==> config.mk <==
export PLATFORM = sky130hd
export DESIGN_NAME = tile_rom_arbiter_flat
export DESIGN_NICKNAME = d
export VERILOG_FILES = /design/src/rtl/tile_rom_arbiter_if.sv /design/src/rtl/tile_rom_arbiter.sv /design/src/flat_wrapper.sv
export SDC_FILE = /design/constraint.sdc
export NUM_CORES = 1
export LEC_CHECK = 0
export BUFFER_PORTS_ARGS = -buffer_cell sky130_fd_sc_hd__buf_2
export CAP_MARGIN = 10
export CELL_PAD_IN_SITES_DETAIL_PLACEMENT = 0
export CELL_PAD_IN_SITES_GLOBAL_PLACEMENT = 1
export CORE_AREA = 10 10 140 168
export CTS_CLUSTER_SIZE = 10
export DETAILED_ROUTE_END_ITERATION = 16
export DIE_AREA = 0 0 150 178
export GPL_TIMING_DRIVEN = 0
export PLACE_DENSITY = 0.76
export SYNTH_ARGS = -nofsm -noshare
export SYNTH_HDL_FRONTEND = slang
export SYNTH_SLANG_ARGS = --single-unit
==> constraint.sdc <==
create_clock -name clk -period 8.4 [get_ports clk]
set_input_delay 0.84 -clock clk [delete_from_list [all_inputs] [get_ports clk]]
set_output_delay 0.84 -clock clk [all_outputs]
set_load 0.02 [all_outputs]
==> src/rtl/tile_rom_arbiter_if.sv <==
// Bundle of the video fetch, CPU readback and SDRAM port signals seen by the
// tile ROM arbiter. The slave modport is the arbiter's view. The master modport
// is the view of the surrounding logic: the fetch path, the CPU and the SDRAM
// controller.
interface tile_rom_if #(
    parameter int ADDR_W = 18,
    parameter int DATA_W = 32
);
    logic [ADDR_W-1:0] vid_addr;
    logic              vid_strobe;
    logic [DATA_W-1:0] vid_data;
    logic              vid_valid;
    logic              vid_late;
    logic              cpu_req;
    logic [ADDR_W-1:0] cpu_addr;
    logic [DATA_W-1:0] cpu_data;
    logic              cpu_ack;
    logic [ADDR_W-1:0] sdr_addr;
    logic              sdr_req;
    logic              sdr_ack;
    logic [DATA_W-1:0] sdr_dout;

    modport slave (
        input  vid_addr, vid_strobe, cpu_req, cpu_addr, sdr_ack, sdr_dout,
        output vid_data, vid_valid, vid_late, cpu_data, cpu_ack, sdr_addr, sdr_req
    );

    modport master (
        output vid_addr, vid_strobe, cpu_req, cpu_addr, sdr_ack, sdr_dout,
        input  vid_data, vid_valid, vid_late, cpu_data, cpu_ack, sdr_addr, sdr_req
    );
endinterface

==> src/rtl/tile_rom_arbiter.sv <==
// Tile ROM arbiter. One SDRAM port is shared by the video fetch path and CPU
// ROM readback. Video wins arbitration, but a starvation counter forces a CPU
// grant after STARVE_LIMIT video grants in a row while the CPU waits. A
// one-entry cache of the last video fetch answers repeated addresses without
// touching SDRAM.
module tile_rom_arbiter #(
    parameter int ADDR_W       = 18,
    parameter int DATA_W       = 32,
    parameter int STARVE_LIMIT = 4
) (
    input  logic      clk,
    input  logic      reset,
    tile_rom_if.slave bus
);
    localparam int SW = (STARVE_LIMIT < 1) ? 1 : $clog2(STARVE_LIMIT + 1);
    localparam logic [SW-1:0] LIMIT = SW'(STARVE_LIMIT);

    typedef enum logic [1:0] {IDLE, VID_WAIT, CPU_WAIT} state_t;

    state_t state_q, state_d;

    logic              vid_pend_q, vid_pend_d;
    logic [ADDR_W-1:0] pend_addr_q, pend_addr_d;
    logic [ADDR_W-1:0] latched_addr_q, latched_addr_d;
    logic              cache_valid_q, cache_valid_d;
    logic [ADDR_W-1:0] cache_addr_q, cache_addr_d;
    logic [DATA_W-1:0] cache_data_q, cache_data_d;
    logic              hold_valid_q, hold_valid_d;
    logic [DATA_W-1:0] hold_data_q, hold_data_d;
    logic [SW-1:0]     starve_q, starve_d;
    logic [ADDR_W-1:0] sdr_addr_q, sdr_addr_d;
    logic              sdr_req_q, sdr_req_d;
    logic [DATA_W-1:0] vid_data_q, vid_data_d;
    logic              vid_valid_q, vid_valid_d;
    logic              vid_late_q, vid_late_d;
    logic [DATA_W-1:0] cpu_data_q, cpu_data_d;
    logic              cpu_ack_q, cpu_ack_d;

    // A cache hit does not depend on the arbiter state. It is checked against
    // the cache contents from before any fill in the same cycle.
    logic hit, miss, cpu_grant, vid_grant, vid_done, cpu_done;
    assign hit       = bus.vid_strobe && cache_valid_q && (bus.vid_addr == cache_addr_q);
    assign miss      = bus.vid_strobe && !hit;
    assign cpu_grant = (state_q == IDLE) && bus.cpu_req && (!vid_pend_q || (starve_q == LIMIT));
    assign vid_grant = (state_q == IDLE) && !cpu_grant && vid_pend_q;
    assign vid_done  = (state_q == VID_WAIT) && bus.sdr_ack;
    assign cpu_done  = (state_q == CPU_WAIT) && bus.sdr_ack;

    // State register; reset withdraws any SDRAM transaction immediately.
    always_ff @(posedge clk or posedge reset) begin
        if (reset) state_q <= IDLE;
        else       state_q <= state_d;
    end

    // Next-state: arbitrate from IDLE, return on the SDRAM ack.
    always_comb begin
        state_d = state_q;
        case (state_q)
            IDLE:     if (cpu_grant) state_d = CPU_WAIT;
                      else if (vid_pend_q) state_d = VID_WAIT;
            VID_WAIT: if (bus.sdr_ack) state_d = IDLE;
            CPU_WAIT: if (bus.sdr_ack) state_d = IDLE;
            default:  state_d = IDLE;
        endcase
    end

    // Output and datapath next values for every registered signal.
    always_comb begin
        vid_valid_d    = 1'b0;
        vid_data_d     = vid_data_q;
        hold_valid_d   = hold_valid_q;
        hold_data_d    = hold_data_q;
        vid_pend_d     = vid_pend_q && !vid_grant;
        pend_addr_d    = pend_addr_q;
        vid_late_d     = vid_late_q;
        latched_addr_d = latched_addr_q;
        cache_valid_d  = cache_valid_q;
        cache_addr_d   = cache_addr_q;
        cache_data_d   = cache_data_q;
        starve_d       = starve_q;
        sdr_addr_d     = sdr_addr_q;
        sdr_req_d      = sdr_req_q;
        cpu_data_d     = cpu_data_q;
        cpu_ack_d      = 1'b0;

        // Video output priority: SDRAM result, then held hit, then new hit.
        // A hit that cannot go out this cycle waits one cycle in the hold slot.
        if (vid_done) begin
            vid_valid_d = 1'b1;
            vid_data_d  = bus.sdr_dout;
            if (hit) begin
                hold_valid_d = 1'b1;
                hold_data_d  = cache_data_q;
            end
        end else if (hold_valid_q) begin
            vid_valid_d  = 1'b1;
            vid_data_d   = hold_data_q;
            hold_valid_d = hit;
            if (hit) hold_data_d = cache_data_q;
        end else if (hit) begin
            vid_valid_d = 1'b1;
            vid_data_d  = cache_data_q;
        end

        // A miss overwrites any unserved pending fetch. A fetch that is being
        // granted in this same cycle counts as served and does not make it late.
        if (miss) begin
            pend_addr_d = bus.vid_addr;
            vid_pend_d  = 1'b1;
            if (vid_pend_q && !vid_grant) vid_late_d = 1'b1;
        end

        if (cpu_grant) begin
            sdr_addr_d = bus.cpu_addr;
            sdr_req_d  = 1'b1;
            starve_d   = '0;
        end else if (vid_grant) begin
            sdr_addr_d     = pend_addr_q;
            sdr_req_d      = 1'b1;
            latched_addr_d = pend_addr_q;
            if (bus.cpu_req && (starve_q != LIMIT)) starve_d = starve_q + 1'b1;
        end

        if (vid_done) begin
            sdr_req_d     = 1'b0;
            cache_valid_d = 1'b1;
            cache_addr_d  = latched_addr_q;
            cache_data_d  = bus.sdr_dout;
        end

        // If the CPU withdrew its request, the read data is dropped.
        if (cpu_done) begin
            sdr_req_d = 1'b0;
            if (bus.cpu_req) begin
                cpu_data_d = bus.sdr_dout;
                cpu_ack_d  = 1'b1;
            end
        end
    end

    // Datapath and output registers; reset clears the cache as well.
    always_ff @(posedge clk or posedge reset) begin
        if (reset) begin
            vid_pend_q     <= 1'b0;
            pend_addr_q    <= '0;
            latched_addr_q <= '0;
            cache_valid_q  <= 1'b0;
            cache_addr_q   <= '0;
            cache_data_q   <= '0;
            hold_valid_q   <= 1'b0;
            hold_data_q    <= '0;
            starve_q       <= '0;
            sdr_addr_q     <= '0;
            sdr_req_q      <= 1'b0;
            vid_data_q     <= '0;
            vid_valid_q    <= 1'b0;
            vid_late_q     <= 1'b0;
            cpu_data_q     <= '0;
            cpu_ack_q      <= 1'b0;
        end else begin
            vid_pend_q     <= vid_pend_d;
            pend_addr_q    <= pend_addr_d;
            latched_addr_q <= latched_addr_d;
            cache_valid_q  <= cache_valid_d;
            cache_addr_q   <= cache_addr_d;
            cache_data_q   <= cache_data_d;
            hold_valid_q   <= hold_valid_d;
            hold_data_q    <= hold_data_d;
            starve_q       <= starve_d;
            sdr_addr_q     <= sdr_addr_d;
            sdr_req_q      <= sdr_req_d;
            vid_data_q     <= vid_data_d;
            vid_valid_q    <= vid_valid_d;
            vid_late_q     <= vid_late_d;
            cpu_data_q     <= cpu_data_d;
            cpu_ack_q      <= cpu_ack_d;
        end
    end

    assign bus.vid_data  = vid_data_q;
    assign bus.vid_valid = vid_valid_q;
    assign bus.vid_late  = vid_late_q;
    assign bus.cpu_data  = cpu_data_q;
    assign bus.cpu_ack   = cpu_ack_q;
    assign bus.sdr_addr  = sdr_addr_q;
    assign bus.sdr_req   = sdr_req_q;
endmodule

==> src/flat_wrapper.sv <==
// flat-port wrapper written by rule: the top's interface ports become plain ports
module tile_rom_arbiter_flat 
#(
    parameter int ADDR_W       = 18,
    parameter int DATA_W       = 32,
    parameter int STARVE_LIMIT = 4
)
  (clk, reset, bus_vid_addr, bus_vid_strobe, bus_cpu_req, bus_cpu_addr, bus_sdr_ack, bus_sdr_dout, bus_vid_data, bus_vid_valid, bus_vid_late, bus_cpu_data, bus_cpu_ack, bus_sdr_addr, bus_sdr_req);
  tile_rom_if #(.ADDR_W(ADDR_W), .DATA_W(DATA_W)) bus_i ();
  input  logic clk;
  input  logic reset;
  input wire logic [$bits(bus_i.vid_addr)-1:0] bus_vid_addr;
  input wire logic [$bits(bus_i.vid_strobe)-1:0] bus_vid_strobe;
  input wire logic [$bits(bus_i.cpu_req)-1:0] bus_cpu_req;
  input wire logic [$bits(bus_i.cpu_addr)-1:0] bus_cpu_addr;
  input wire logic [$bits(bus_i.sdr_ack)-1:0] bus_sdr_ack;
  input wire logic [$bits(bus_i.sdr_dout)-1:0] bus_sdr_dout;
  output wire logic [$bits(bus_i.vid_data)-1:0] bus_vid_data;
  output wire logic [$bits(bus_i.vid_valid)-1:0] bus_vid_valid;
  output wire logic [$bits(bus_i.vid_late)-1:0] bus_vid_late;
  output wire logic [$bits(bus_i.cpu_data)-1:0] bus_cpu_data;
  output wire logic [$bits(bus_i.cpu_ack)-1:0] bus_cpu_ack;
  output wire logic [$bits(bus_i.sdr_addr)-1:0] bus_sdr_addr;
  output wire logic [$bits(bus_i.sdr_req)-1:0] bus_sdr_req;
  assign bus_i.vid_addr = bus_vid_addr;
  assign bus_i.vid_strobe = bus_vid_strobe;
  assign bus_i.cpu_req = bus_cpu_req;
  assign bus_i.cpu_addr = bus_cpu_addr;
  assign bus_i.sdr_ack = bus_sdr_ack;
  assign bus_i.sdr_dout = bus_sdr_dout;
  assign bus_vid_data = bus_i.vid_data;
  assign bus_vid_valid = bus_i.vid_valid;
  assign bus_vid_late = bus_i.vid_late;
  assign bus_cpu_data = bus_i.cpu_data;
  assign bus_cpu_ack = bus_i.cpu_ack;
  assign bus_sdr_addr = bus_i.sdr_addr;
  assign bus_sdr_req = bus_i.sdr_req;
  tile_rom_arbiter #(.ADDR_W(ADDR_W), .DATA_W(DATA_W), .STARVE_LIMIT(STARVE_LIMIT)) u_core (.clk(clk), .reset(reset), .bus(bus_i));
endmodule
==> qor.log <==
qor: logic_synthesis.synth-xor-area-share 0.0180
qor: setup_path.worst_case_reg_to_reg_path_depth 9
qor: placed_design.finalWeightedCongestion 0.735
qor: cells_and_area.post_route_cells_drive_above_1_share 0.331
qor: logic_synthesis.synth_fa_ha_area_frac 0.00714
qor: setup_path.timing.setup.critical_path_class flip-flop to flip-flop
qor: cts.clock_sinks 212
qor: global_routing.grt_max_degree 110
qor: setup_path.required_time_of_the_critical_path 8.85 ns
qor: sta.setup_viol_count_final 0
qor: cts.clk_transition_reported_paths 0.06 ns
qor: die.fp.dieH 178 um
qor: die.start_util 0.435
qor: logic_synthesis.post_synth_instance_area 8760 um2
qor: logic_synthesis.synth.lib_cells_used.distinct 33
qor: placed_design.dp_slack 5.48 ns
qor: die.floorplan.core_area 20100 um2
qor: die.floorplan.io_pins 159
qor: sta.finClkSkew 0.0129 ns
qor: cts.postCtsHoldBufs 0
qor: setup_path.regToRegSetupSlack 5.87 ns
qor: drt.residual_antenna_violating_net_count_after_detailed_routing 0
qor: cells_and_area.syn_to_final_growth 20.9%
qor: drt.route.detailed.drc 0
qor: drt.wl_per_instance 17.0 um
qor: logic_synthesis.yosys_warnings 0
qor: logic_synthesis.synth_mux_area_frac 0.183
qor: setup_path.path_cells inv_1 > ha_1 > nand2_1 > o21ai_0 > or2_2 > clkbuf_1 > buf_2 > nand2_1 > nand2_1
qor: setup_path.reg2reg_to u_core.latched_addr_q[6]
qor: sta.rsz0062_at_grt no
qor: sta.timing.final.crit_share 0.302
qor: sta.worst_pin_slew 0.826 ns
qor: global_routing.grt.met2_usage 0.261
qor: logic_synthesis.ff_latch_count_synth 212
qor: global_routing.globalRouteTotalUtil 0.153
qor: global_routing.overflow 0
qor: power_and_ir_drop.vdd_ir_drop_max 0.000209 V
qor: cts.cts.root.buffer_cell clkbuf_16
qor: logic_synthesis.synth_top_family_by_area multiplexers
qor: logic_synthesis.synth_cells 757
qor: setup_path.critical_path.max_fanout 10
qor: drt.drt_first_iter_violations 240
qor: logic_synthesis.avgSynthCellArea 11.6 um2
qor: global_routing.grt_antenna_before_repair 1
qor: logic_synthesis.seq_area_frac_synth 0.606
qor: setup_path.worstSetupEndpointType flip-flop
qor: sta.worst_slew_margin_rel 0.449
qor: global_routing.busiest_layer met2
qor: sta.min_period 2.53 ns
qor: setup_path.worst_path_max_delay_cell o21ai_0
qor: hold_path.worstHoldPathType primary input to async pin
qor: logic_synthesis.synth_simple_gate_area_frac 0.130
qor: sta.finalSetupTns 0 ns
qor: global_routing.vias_in_the_first_global_route 6204
qor: run_status.outcome finished, final reports clean
qor: setup_path.arrival 2.98 ns
qor: power_and_ir_drop.cellPowerDensity 361 nW/um2
qor: global_routing.met1_usage 0.193
qor: logic_synthesis.ys_dominant_reg_cell dfrtp_1
qor: setup_path.timing.rr.start u_core.state_q[0]
qor: cts.clock_latency 0.51 ns
qor: die.die_width 150 um
qor: cells_and_area.final_cell_count_no_fill 1212
qor: setup_path.startpoint_type flip-flop
qor: cts.number_of_buffers_inserted_to_repair_setup_after_cts 0
qor: cts.tritoncts_clock_tree done
qor: die.dieArea 26700 um2
qor: logic_synthesis.synth_compound_area_frac 0.0309
qor: die.rows 57
qor: cts.post_cts.resized_instances 0
qor: sta.final_hold_viol_count 0
qor: drt.overall_via_count_from_detail_route 5969
qor: cts.h-tree-depth 1
qor: cts.cts-root-to-sink-buffers 3
qor: sta.fin_ws 5.87 ns
qor: logic_synthesis.synth-edff-count 0
qor: power_and_ir_drop.leakagePower 5.38 nW
qor: setup_path.critical_path_buf_inv_count 3
qor: placed_design.dp_hpwl 14600 um
qor: placed_design.place_inst 1181
qor: sta.slew_violations 0
qor: run.max_cap_viols 0
qor: drt.viasPerCell 4.92
qor: logic_synthesis.ys_async_sr_fraction 1.00
qor: global_routing.grt_pass1_wl 33200 um
qor: setup_path.max_stage_delay 0.47 ns
qor: global_routing.met3_usage 0.0388
qor: setup_path.cpMostUsedCell nand2_1
qor: cells_and_area.num-nets-final 1021
qor: sta.fin_hold_ws 0.454 ns
qor: sta.max_clock_freq 394 MHz
qor: drt.wl_final 20700 um
qor: setup_path.cpLargestDelayFamily buffers and inverters
qor: drt.drt_first_pass_iters 4
qor: logic_synthesis.net_count_after_synthesis 835
qor: placed_design.numPortBuffers 158
qor: cts.cts_buffers 25
==> state kept, by name (all words and copies together) (netlist names) <==
name / cells
u_core.pend_addr_q: 18
u_core.hold_data_q: 32
u_core.state_q: 2
u_core.bus.sdr_addr: 18
u_core.latched_addr_q: 18
u_core.starve_q: 3
u_core.vid_pend_q: 1
u_core.cache_valid_q: 1
u_core.bus.cpu_data: 32
u_core.cache_data_q: 32
u_core.bus.vid_valid: 1
u_core.cache_addr_q: 18
u_core.hold_valid_q: 1
u_core.bus.cpu_ack: 1
u_core.bus.vid_late: 1
u_core.bus.sdr_req: 1
u_core.bus.vid_data: 32
==> placed cells by master (no fill, tap or decap), types with 2 or more instances in the layout <==
| cell | count |
|---|---|
| a21boi_0 | 2 |
| a21oi_1 | 2 |
| buf_1 | 2 |
| buf_2 | 161 |
| buf_4 | 2 |
| buf_6 | 6 |
| clkbuf_1 | 24 |
| clkbuf_16 | 25 |
| clkbuf_8 | 3 |
| dfrtp_1 | 212 |
| ha_1 | 5 |
| inv_1 | 6 |
| mux2_1 | 5 |
| mux2_2 | 109 |
| mux2i_1 | 32 |
| nand2_1 | 248 |
| nand2b_1 | 2 |
| nand3_1 | 22 |
| nand4_1 | 2 |
| nor2_1 | 2 |
| nor3_1 | 2 |
| nor4_1 | 2 |
| o21ai_0 | 39 |
| o21ai_1 | 2 |
| xnor2_1 | 5 |
| xor2_1 | 13 |
==> kinds of logic (layout without fill, tap and decap cells) <==
| group | after synthesis | after routing |
|---|---|---|
| simple gates | 285 | 285 |
| flops | 212 | 212 |
| mux | 146 | 146 |
| compound gates | 49 | 49 |
| buf+inv | 42 | 231 |
| xor+xnor | 18 | 18 |
| fa+ha+maj | 5 | 5 |
| other cells | 0 | 1 |
==> layout make-up <==
| cell class | instances | area, um2 |
|---|---|---|
| timing repair buffer | 159 | 818 |
| buffer | 35 | 188 |
| sequential | 212 | 5310 |
| multi-input combinational | 503 | 3240 |
| antenna | 1 | 2.50 |
| clock buffer | 30 | 674 |
| tap | 265 | 332 |
| fill | 1905 | 9520 |
| inverter | 7 | 33.8 |
==> through the flow <==
step | area, um2 | util | total power [W]
6_report | 10600 | 0.527 | 0.00382
4_1_cts | 10600 | 0.526 | 0.00390
3_3_place_gp | 9880 | 0.491 | 0.00292
2_1_floorplan | 8760 | - | 0.00247
3_5_place_dp | 9910 | 0.493 | 0.00295
5_1_grt | 10600 | 0.526 | 0.00411
==> where the power goes <==
part | total [W] | internal [W] | switching (W) | leakage [nW]
registers | 0.00157 | 0.00138 | 0.000188 | 2.69
logic | 0.00133 | 0.000501 | 0.000825 | 2.36
clock network | 0.000930 | 0.000551 | 0.000378 | 0.332
==> cells in the mapped netlist, types with 2 or more instances <==
master | instances | area, um2
a21boi_0 | 2 | 15.0
a21oi_1 | 2 | 10.0
buf_1 | 2 | 7.51
buf_2 | 3 | 15.0
buf_4 | 2 | 15.0
buf_6 | 6 | 67.6
clkbuf_1 | 22 | 82.6
dfrtp_1 | 212 | 5310
ha_1 | 5 | 62.6
inv_1 | 7 | 26.3
mux2_1 | 5 | 56.3
mux2_2 | 109 | 1230
mux2i_1 | 32 | 320
nand2_1 | 248 | 931
nand2b_1 | 2 | 12.5
nand3_1 | 22 | 110
nand4_1 | 2 | 12.5
nor2_1 | 2 | 7.51
nor3_1 | 2 | 10.0
nor4_1 | 2 | 12.5
o21ai_0 | 39 | 195
o21ai_1 | 2 | 10.0
xnor2_1 | 5 | 43.8
xor2_1 | 13 | 114
==> worst max path at each step <==
stage                            startpoint                       end  slack, ns  depth (start not counted)
after global placement                reset    u_core.bus.cpu_data[8]      -0.82                          2
after CTS                 u_core.state_q[0]  u_core.latched_addr_q[6]       5.82                          9
after detailed placement    bus_vid_addr[3]     u_core.hold_data_q[8]       5.48                          7
after floorplan                       reset        u_core.bus.cpu_ack       1.77                          1
after global routing      u_core.state_q[0]  u_core.latched_addr_q[7]       5.48                          9
final                     u_core.state_q[0]  u_core.latched_addr_q[6]       5.87                          9
==> layer usage <==
| metal | up-vias | wire [um] |
|---|---|---|
| li1 | 2893 | - |
| met1 | 2905 | 8670 |
| met2 | 144 | 10200 |
| met3 | 27 | 1510 |
| met4 | 0 | 312 |
| met5 | - | 0 |
No activity file was read; power rests on OpenSTA's default activity.
